===== config.mk =====
export PLATFORM = sky130hd
export DESIGN_NAME = mem_writeback
export DESIGN_NICKNAME = d
export VERILOG_FILES = /design/src/rtl/mem_writeback.sv
export SDC_FILE = /design/constraint.sdc
export NUM_CORES = 1
export LEC_CHECK = 0
export BUFFER_PORTS_ARGS = -buffer_cell sky130_fd_sc_hd__buf_4
export CAP_MARGIN = 0
export CORE_AREA = 2 2 137 139
export DETAILED_ROUTE_END_ITERATION = 16
export DIE_AREA = 0 0 139 141
export MAX_ROUTING_LAYER = met4
export PLACE_DENSITY = 0.71
export SLEW_MARGIN = 20
export SYNTH_ARGS = -nofsm -noshare
export SYNTH_HDL_FRONTEND = slang
export SYNTH_SLANG_ARGS = --single-unit

===== constraint.sdc =====
create_clock -name clk -period 3.8 [get_ports clk]
set_input_delay 0.76 -clock clk [delete_from_list [all_inputs] [get_ports clk]]
set_output_delay 0.76 -clock clk [all_outputs]
set_load 0.05 [all_outputs]

===== src/rtl/mem_writeback.sv =====
// Memory/write-back stage: accepts one executed instruction, performs the
// ld/str data access over req/ack, then commits in a single write-back cycle.
module mem_writeback #(
  parameter int DATA_W      = 32,
  parameter int REG_W       = 4,
  parameter int ACK_TIMEOUT = 15
) (
  input  logic              clk,
  input  logic              rst_n,
  input  logic              in_valid,
  output logic              in_ready,
  input  logic [REG_W-1:0]  rd_num,
  input  logic [DATA_W-1:0] rd_val,
  input  logic [DATA_W-1:0] result,
  input  logic [DATA_W-1:0] md,
  input  logic [DATA_W-1:0] cpsr_in,
  input  logic              taken,
  input  logic              is_alu_op,
  input  logic              is_cmp_op,
  input  logic              is_jmp_op,
  input  logic              is_ld_op,
  input  logic              is_str_op,
  output logic              mem_req,
  output logic              mem_we,
  output logic [DATA_W-1:0] mem_addr,
  output logic [DATA_W-1:0] mem_wdata,
  input  logic [DATA_W-1:0] mem_rdata,
  input  logic              mem_ack,
  output logic              reg_we,
  output logic [REG_W-1:0]  reg_wnum,
  output logic [DATA_W-1:0] reg_wval,
  output logic              cpsr_we,
  output logic [DATA_W-1:0] cpsr_wval,
  output logic              pc_we,
  output logic [DATA_W-1:0] pc_wval,
  output logic              retired,
  output logic              mem_err,
  output logic [1:0]        dbg_state_o
);

  typedef enum logic [1:0] {IDLE = 2'd0, MEM = 2'd1, WB = 2'd2} state_t;

  localparam logic [7:0] CNT_LAST = 8'(ACK_TIMEOUT - 1);

  state_t            state_q, state_d;
  logic [7:0]        cnt_q, cnt_d;
  logic              ld_q, ld_d;
  logic              str_q, str_d;
  logic [REG_W-1:0]  rd_num_q, rd_num_d;
  logic [DATA_W-1:0] rd_val_q, rd_val_d;
  logic [DATA_W-1:0] md_q, md_d;
  logic              reg_we_q, reg_we_d;
  logic [REG_W-1:0]  reg_wnum_q, reg_wnum_d;
  logic [DATA_W-1:0] reg_wval_q, reg_wval_d;
  logic              cpsr_we_q, cpsr_we_d;
  logic [DATA_W-1:0] cpsr_wval_q, cpsr_wval_d;
  logic              pc_we_q, pc_we_d;
  logic [DATA_W-1:0] pc_wval_q, pc_wval_d;
  logic              retired_q, retired_d;
  logic              mem_err_q, mem_err_d;

  // Handshake: a bundle transfers on a rising edge where in_valid && in_ready;
  // in_ready is high only in IDLE, so execute must hold the bundle until then.
  assign in_ready    = (state_q == IDLE);
  assign mem_req     = (state_q == MEM);
  assign mem_we      = str_q;
  assign mem_addr    = md_q;
  assign mem_wdata   = rd_val_q;
  assign reg_we      = reg_we_q;
  assign reg_wnum    = reg_wnum_q;
  assign reg_wval    = reg_wval_q;
  assign cpsr_we     = cpsr_we_q;
  assign cpsr_wval   = cpsr_wval_q;
  assign pc_we       = pc_we_q;
  assign pc_wval     = pc_wval_q;
  assign retired     = retired_q;
  assign mem_err     = mem_err_q;
  assign dbg_state_o = state_q;

  // Commit outputs are registered on the edge that enters WB, so each strobe
  // is visible for exactly the WB cycle and data outputs hold otherwise.
  always_comb begin
    state_d     = state_q;
    cnt_d       = cnt_q;
    ld_d        = ld_q;
    str_d       = str_q;
    rd_num_d    = rd_num_q;
    rd_val_d    = rd_val_q;
    md_d        = md_q;
    reg_we_d    = 1'b0;
    reg_wnum_d  = reg_wnum_q;
    reg_wval_d  = reg_wval_q;
    cpsr_we_d   = 1'b0;
    cpsr_wval_d = cpsr_wval_q;
    pc_we_d     = 1'b0;
    pc_wval_d   = pc_wval_q;
    retired_d   = 1'b0;
    mem_err_d   = mem_err_q;
    case (state_q)
      IDLE: begin
        if (in_valid) begin
          ld_d     = is_ld_op;
          str_d    = is_str_op & ~is_ld_op;
          rd_num_d = rd_num;
          rd_val_d = rd_val;
          md_d     = md;
          cnt_d    = 8'd0;
          if (is_ld_op || is_str_op) begin
            state_d = MEM;
          end else begin
            state_d   = WB;
            retired_d = 1'b1;
            if (is_alu_op) begin
              reg_we_d   = 1'b1;
              reg_wnum_d = rd_num;
              reg_wval_d = result;
            end else if (is_cmp_op) begin
              cpsr_we_d   = 1'b1;
              cpsr_wval_d = cpsr_in;
            end else if (is_jmp_op && taken) begin
              pc_we_d   = 1'b1;
              pc_wval_d = md;
            end
          end
        end
      end
      MEM: begin
        if (mem_ack) begin
          state_d   = WB;
          retired_d = 1'b1;
          if (ld_q) begin
            reg_we_d   = 1'b1;
            reg_wnum_d = rd_num_q;
            reg_wval_d = mem_rdata;
          end
        end else if (cnt_q == CNT_LAST) begin
          state_d   = WB;
          retired_d = 1'b1;
          mem_err_d = 1'b1;
        end else begin
          cnt_d = cnt_q + 8'd1;
        end
      end
      WB:      state_d = IDLE;
      default: state_d = IDLE;
    endcase
  end

  always_ff @(posedge clk) begin
    if (!rst_n) begin
      state_q     <= IDLE;
      cnt_q       <= '0;
      ld_q        <= 1'b0;
      str_q       <= 1'b0;
      rd_num_q    <= '0;
      rd_val_q    <= '0;
      md_q        <= '0;
      reg_we_q    <= 1'b0;
      reg_wnum_q  <= '0;
      reg_wval_q  <= '0;
      cpsr_we_q   <= 1'b0;
      cpsr_wval_q <= '0;
      pc_we_q     <= 1'b0;
      pc_wval_q   <= '0;
      retired_q   <= 1'b0;
      mem_err_q   <= 1'b0;
    end else begin
      state_q     <= state_d;
      cnt_q       <= cnt_d;
      ld_q        <= ld_d;
      str_q       <= str_d;
      rd_num_q    <= rd_num_d;
      rd_val_q    <= rd_val_d;
      md_q        <= md_d;
      reg_we_q    <= reg_we_d;
      reg_wnum_q  <= reg_wnum_d;
      reg_wval_q  <= reg_wval_d;
      cpsr_we_q   <= cpsr_we_d;
      cpsr_wval_q <= cpsr_wval_d;
      pc_we_q     <= pc_we_d;
      pc_wval_q   <= pc_wval_d;
      retired_q   <= retired_d;
      mem_err_q   <= mem_err_d;
    end
  end

endmodule


==> flow_summary.ini, run 1 <==
[route]
route.vias.total = 7096
wl_mm = 22.7
drt_iter0_drc = 359
post_drt_via_cell_ratio = 4.95
post_route_drc = 0
detailed_route_wire_length_per_cell_um = 15.8
firstDrtPassIters = 4
postRouteAntennaNets = 0

[grt]
grt_usage_pct = 23.2
grt_antenna_before_repair = 0
maximum_number_of_pins_on_one_net_before_global_route_repair = 69
grt.overflow.total = 0
grt_pass1_wl_mm = 35.5
grt_pass1_vias = 6745

[placement]
hpwl_mm = 16.1
globalplace.congestion = 0.780
port_buffers = 347

[floorplanning]
start_util_pct = 40.6
floorplan.io_pins = 348
die-width_um = 139
fp.coreArea_um2 = 18300
placement_rows = 50
floorplan.die.height_um = 141
dieArea_um2 = 19600

[critical_path]
critPathRequiredTime_ps = 4160
critical_path.startpoint = dbg_state_o[0]
max_stage_delay_ps = 900
crit_family = compound AO/OA/AOI/OAI gates
cp_num_buf_inv = 1
setup.worst_path.start_class = flip-flop
path_class = flip-flop to flip-flop
critical_path.endpoint_type = flip-flop
worstPathCellList = inv_1 -> nand4_1 -> a21oi_4 -> o211a_1
critPathMaxFanout = 36
worstReg2RegStart = dbg_state_o[0]
critical_path_arrival_ps = 2930
critPathSlowestCell = a21oi_4

[clock_network]
post-cts-setup-buffers = 0
cts_hold_buffers = 0
clkLatencyLatePin_ps = 420
clock_tree.htree_level_count = 4
clock-sinks = 185
cells_resized_by_post_cts_repair = 0
clock_tree.buffer_depth = 2
path_clk_slew_ps = 70
cts_tree = done
clock-root-buffer = clkbuf_16
tritoncts.num_buffers = 17

[power]
static-leakage-power_nw = 5.00
fin_total_pwr_mw = 4.83
p_clk_share_pct = 35.8
p_int_mw = 3.34
sw_frac_of_total_pct = 30.9
vdd.ir_drop.worst_v = 0.000305
switchingPower_mw = 1.49
power_density_over_the_cells_nw_per_um2 = 454
comb_power_share_pct = 20.9
sequentialPowerShare_pct = 43.4

[final_layout]
finish.net_count = 1364
n_antenna_cell = 0
drive_gt1_share_pct = 32.9
fillCellCount = 1714
synthToLayoutAreaGrowth_pct = 43.5

[yosys]
ys_ff_latch = 185
synth_cells = 880
synth_cell_type_count = 38
synth.yosys.seq_area_share_pct = 50.0
synth.net_count = 1056
synth.cell_area_um2 = 7410
synth-warning-count = 0
synth_area_per_cell_um2 = 8.42

[timing]
finalWorstPathRequiredPeriod_ps = 2580
fin_setup_tns_ps = 0
clock_skew_ps = 11.7
final-max-slew-violation-count = 0
timing.slew.headroom_pct = 30.6
setup_violations = 0
maximum_clock_frequency_ghz = 0.388
final-hold-violation-count = 0
worst_pin_slew_ps = 1040
rsz0062_at_grt = no
min_period_over_period_pct = 67.8

[run_status]
outcome = finished, final reports clean

[hold_path]
hold_start = cpsr_wval[26]
timing.hold.worst.class = flip-flop to flip-flop

[flow_run]
cap_viol_max_count = 0
==> cells in the mapped netlist (all sizes together) <==
cell / n / area (µm²)
o211a: 36 / 360
and3: 3 / 18.8
a311oi: 1 / 8.76
a211oi: 3 / 22.5
o31ai: 1 / 7.51
a21oi: 42 / 221
o21a: 1 / 7.51
inv: 5 / 18.8
dfxtp: 185 / 3700
clkbuf: 32 / 124
o21ai: 40 / 200
ha: 2 / 25.0
nor3b: 1 / 12.5
nand4: 3 / 18.8
nor4b: 1 / 8.76
buf: 39 / 236
nor2: 42 / 158
and4: 2 / 17.5
nor4: 1 / 6.26
and2: 4 / 25.0
nor3: 3 / 15.0
a21o: 1 / 7.51
nand3: 6 / 30.0
a31oi: 8 / 50.1
nand2b: 2 / 12.5
nor2b: 2 / 12.5
nand3b: 1 / 7.51
a41oi: 1 / 8.76
a41o: 1 / 10.0
nand2: 275 / 1030
or3b: 1 / 8.76
a21boi: 134 / 1010
nand4bb: 1 / 11.3
==> kinds of logic (layout without fill, tap and decap cells) <==
family	count (synthesis)	after routing	share of synthesized area (%)
AO/OA/AOI/OAI	269	269	25.8
adder cells (fa/ha/maj)	2	2	0.337
buffers and inverters	76	395	5.11
flip-flops	185	185	50.0
AND/OR/NAND/NOR	348	348	18.8
==> per-stage QoR <==
step / cell area, µm² / setup slack, ps / util (%) / hold slack (ps) / std cells
3_5_place_dp: 10100 / 1280 / 55.1 / 445 / 1403
5_1_grt: 10600 / 1100 / 58.2 / 470 / 1433
2_1_floorplan: 7410 / 1390 / - / 439 / 880
6_report: 10600 / 1220 / 58.2 / 453 / 1433
3_3_place_gp: 10100 / 1360 / 55.1 / 441 / 1403
4_1_cts: 10600 / 1270 / 58.2 / 454 / 1433
==> flip-flops by register name, indices dropped and copies added, names as in the netlist <==
register,cells
mem_err,1
pc_wval,32
retired,1
mem_we,1
cpsr_we,1
ld_q,1
reg_wval,32
mem_wdata,32
dbg_state_o,2
cpsr_wval,32
reg_we,1
cnt_q,8
pc_we,1
rd_num_q,4
reg_wnum,4
mem_addr,32
==> metal layers <==
layer / share of wire (%) / global-route usage, % / wire (µm)
met1: 43 / 27.8 / 9720
met5: 0 / - / 0
met2: 48 / 37.9 / 10800
met4: 2.2 / 8.03 / 501
met3: 7.5 / 6.11 / 1690
==> layout make-up <==
cell class	instances	area [µm²]	share of cell area (%)
clock inverters	11	114	1.07
clock buffers	19	453	4.26
well taps	234	293	2.75
multi-input cells	619	3340	31.4
flip-flops and latches	185	3700	34.8
inverters	5	18.8	0.176
repair buffers	360	2720	25.5
==> path summary, 6_finish.rpt <==
path,slack [ps],cells past startpoint,to
max reg2reg,1220,4,reg_wval[26]
max,1220,4,reg_wval[26]
min reg2reg,450,2,cpsr_wval[26]
min,450,2,cpsr_wval[26]
==> tightest hold or removal path, delay by kind of cell (launching register included) <==
kind,cells,cell delay [ps]
DFF,1,310
and+or+nand+nor,1,50
AOI/OAI and AO/OA,1,50
==> power groups by stage <==
stage | Clock [mW] | Combinational [mW] | Sequential [mW]
final | 1.73 | 1.01 | 2.09
after global routing | 1.85 | 1.07 | 2.11
after CTS | 1.77 | 1.02 | 2.09
after detailed placement | 0 | 1.01 | 2.14
after global placement | 0 | 1.01 | 2.13
after floorplan | 0 | 0.320 | 2.44
==> placed cells by master, fill, tap and decap left out, types with 4 or more instances in the layout <==
master / n
clkbuf_16: 17
a21oi_1: 41
a21boi_1: 58
inv_1: 5
and2_1: 4
o21ai_0: 40
a21boi_0: 76
dfxtp_1: 184
nor2_1: 42
nand2_1: 275
buf_4: 359
nand3_1: 6
o211a_1: 36
a31oi_1: 8
(Power assumes the default switching activity.)
==> run 2, diff against run 1 <==
--- a/config.mk
+++ b/config.mk
@@ -5,13 +5,14 @@
 export SDC_FILE = /design/constraint.sdc
 export NUM_CORES = 1
 export LEC_CHECK = 0
+export ABC_AREA = 1
 export BUFFER_PORTS_ARGS = -buffer_cell sky130_fd_sc_hd__buf_4
 export CAP_MARGIN = 0
-export CORE_AREA = 2 2 137 139
+export CORE_AREA = 2 2 136 138
 export DETAILED_ROUTE_END_ITERATION = 16
-export DIE_AREA = 0 0 139 141
+export DIE_AREA = 0 0 138 140
 export MAX_ROUTING_LAYER = met4
-export PLACE_DENSITY = 0.71
+export PLACE_DENSITY = 0.7
 export SLEW_MARGIN = 20
 export SYNTH_ARGS = -nofsm -noshare
 export SYNTH_HDL_FRONTEND = slang
==> constraint.sdc (replaced) <==
create_clock -name clk -period 2.6 [get_ports clk]
set_input_delay 0.52 -clock clk [delete_from_list [all_inputs] [get_ports clk]]
set_output_delay 0.52 -clock clk [all_outputs]
set_load 0.05 [all_outputs]
==> run 2 against run 1 <==
Sequential cell count is the same. Setup slack lost 520 ps. Non-clock buffer count shrank 1. Clock power grew 43%. Cell count grew 7.5%. Combinational power grew 43%. Synthesized cell count grew 12%. First-iteration DRC count grew 6.7%. Largest cell class unchanged. Highest routed layer unchanged. Die area shrank 1.4%. Power grew 45%. Count of clock-buffer cells in the layout is the same. Register-to-register slack lost 440 ps. Critical path type is now flip-flop to output port.
==> flow_summary.ini, run 2 <==
[clock_network]
clock-root-buffer = clkbuf_16
clkLatencyLatePin_ps = 430
cts_hold_buffers = 0
clock-sinks = 185
path_clk_slew_ps = 70
cells_resized_by_post_cts_repair = 0
clock_tree.buffer_depth = 2
post-cts-setup-buffers = 0
cts_tree = done
clock_tree.htree_level_count = 4
tritoncts.num_buffers = 17

[power]
switchingPower_mw = 2.16
comb_power_share_pct = 20.6
sw_frac_of_total_pct = 30.8
p_int_mw = 4.84
vdd.ir_drop.worst_v = 0.000456
static-leakage-power_nw = 5.09
power_density_over_the_cells_nw_per_um2 = 670
p_clk_share_pct = 35.5
sequentialPowerShare_pct = 43.9

[critical_path]
worstRegToRegCells = 6
worstReg2RegStart = dbg_state_o[1]
ff2ff_setup_slack_ps = 780
critPathMaxFanout = 10
path_class = flip-flop to output port
critPathRequiredTime_ps = 2080
critical_path.endpoint_type = output port
cp_num_buf_inv = 2
worstPathCellList = inv_1 -> nor2_4 -> buf_4
critPathSlowestCell = dfxtp_1
crit_family = flip-flops
max_stage_delay_ps = 400
critical_path_arrival_ps = 1380
reg2reg_to = mem_we
setup.worst_path.start_class = flip-flop

[route]
firstDrtPassIters = 4
drt_iter0_drc = 383
detailed_route_wire_length_per_cell_um = 14.3
postRouteAntennaNets = 0
post_route_drc = 0
wl_mm = 22.1
route.vias.total = 7198
post_drt_via_cell_ratio = 4.67

[yosys]
synth_edf_count = 0
ys_ff_latch = 185
synth.cells.most_frequent = 289 x nor2_1, 185 x dfxtp_1, 149 x o21ai_0
synth_top_cells_by_area = dfxtp_1 52%, nor2_1 15%, o21ai_0 10%
synth-warning-count = 0
synth.yosys.seq_area_share_pct = 51.9
synth_area_per_cell_um2 = 7.27
synth.net_count = 1158
synth_top_cell_by_area = dfxtp_1
synthDominantCellAreaShare_pct = 51.9
synth.cell_area_um2 = 7140
synth_cell_type_count = 26
synth_cells = 982
synth_ff_type = dfxtp_1
asyncSetResetFlopFracSynth_pct = 0
most_repeated_cell_in_the_gate_level_netlist_after_synthesis = nor2_1

[grt]
grt_pass1_vias = 6799
maximum_number_of_pins_on_one_net_before_global_route_repair = 66
grt_pass1_wl_mm = 34.8
grt_antenna_before_repair = 1
grt.overflow.total = 0
grt_usage_pct = 22.9

[placement]
placed_area_um2 = 9870
place_inst = 1509
dp_slack_ps = 571
hpwl_mm = 15.7
globalplace.congestion = 0.805
port_buffers = 347

[floorplanning]
floorplan.io_pins = 348
fp.coreArea_um2 = 17800
floorplan.die.height_um = 140
placement_rows = 49
dieArea_um2 = 19300
die-width_um = 138
start_util_pct = 40.2

[timing]
worst_pin_slew_ps = 801
final-hold-violation-count = 0
rsz0062_at_grt = no
maximum_clock_frequency_ghz = 0.527
worst_slack_ps = 702
fin_setup_tns_ps = 0
setup_violations = 0
final-max-slew-violation-count = 0
min_period_over_period_pct = 73.0
finalWorstPathRequiredPeriod_ps = 1900
clock_skew_ps = 9.04
timing.slew.headroom_pct = 46.5

[final_layout]
drive_gt1_share_pct = 30.6
synthToLayoutAreaGrowth_pct = 46.2
most_common_library_cell_in_the_layout_ignoring_fill_and_taps = buf_4
layout_common_cells = 357 x buf_4, 289 x nor2_1, 185 x dfxtp_1
fillCellCount = 1690
final-instance-count-excl-fill = 1541
final_util_pct = 58.7
layout.cell_area.non_filler_um2 = 10400
finish.net_count = 1475

[run_status]
outcome = finished, final reports clean

[hold_path]
worstHoldPathCells = 3
hold_start = md[30]
terminating_pin_of_the_worst_hold_path = pc_wval[30]
timing.hold.worst.class = input port to flip-flop

[flow_run]
cap_viol_max_count = 0
[run 2: cell types whose count changed in the layout (fill, tap and decap cells not counted), sizes merged, moves of 3 or more]
cell / change
nand4: +3
and2: -4
nand3: +6
nor2: +250
o21ai: +134
a21boi: -134
o211a: -36
inv: +54
a31oi: -8
and3: -3
nand2: -135
[run 2: power by group through the flow]
stage,clock [mW],combinational [mW],sequential [mW]
3_5_place_dp,0,1.45,3.13
6_report,2.48,1.44,3.07
5_1_grt,2.67,1.55,3.09
3_3_place_gp,0,1.44,3.13
2_1_floorplan,0,0.422,3.61
4_1_cts,2.55,1.45,3.07
[run 2: cell families (layout without fill, tap and decap cells)]
logic type | after synthesis | after routing | share of synthesized area [%]
buffers and inverters | 121 | 450 | 7.06
adders and majority gates | 2 | 2 | 0.350
other | 0 | 1 | 0
AOI/OAI and AO/OA | 220 | 220 | 15.7
and+or+nand+nor | 454 | 454 | 25.1
DFF | 185 | 185 | 51.9
[run 2: stage by stage]
stage	hold slack, ps	total power [mW]
floorplan	430	4.03
global placement	432	4.57
detailed placement	436	4.58
CTS	305	7.07
global route	315	7.30
finish	321	6.99
[run 2: worst reg2reg max path, stage by stage, from the launching register on]
cell and delay [ps]:
dfxtp_1 360, nor2_4 150, nand2_4 190, inv_4 210, buf_4 530, nand3_1 150
a21oi_1 150
[run 2: metal layers]
layer,track usage (%),routed length (µm),vias up,part of all wire [%]
met4,6.07,258,0,1.2
li1,-,-,3748,-
met5,-,0,-,0
met2,37.3,10500,248,48
met3,7.83,1850,12,8.4
met1,27.1,9420,3190,43
[run 2: cell type report]
class | count | area, µm² | area share (%)
Inverter | 60 | 228 | 2.18
Clock buffer | 19 | 443 | 4.24
Clock inverter | 12 | 115 | 1.10
Antenna cell | 1 | 2.50 | 0.0240
Timing Repair Buffer | 359 | 2720 | 26.1
Multi-Input combinational cell | 676 | 2940 | 28.1
Tap cell | 229 | 287 | 2.75
Sequential cell | 185 | 3700 | 35.5
[run 2: worst max path at each step]
| stage | start | endpoint | depth (start not counted) |
|---|---|---|---|
| after floorplan | dbg_state_o[0] | mem_req | 3 |
| after global placement | is_ld_op | reg_wval[28] | 7 |
| after detailed placement | is_ld_op | reg_wval[16] | 7 |
| after CTS | dbg_state_o[0] | mem_req | 3 |
| after global routing | dbg_state_o[0] | cnt_q[7] | 8 |
| final | dbg_state_o[0] | mem_req | 3 |
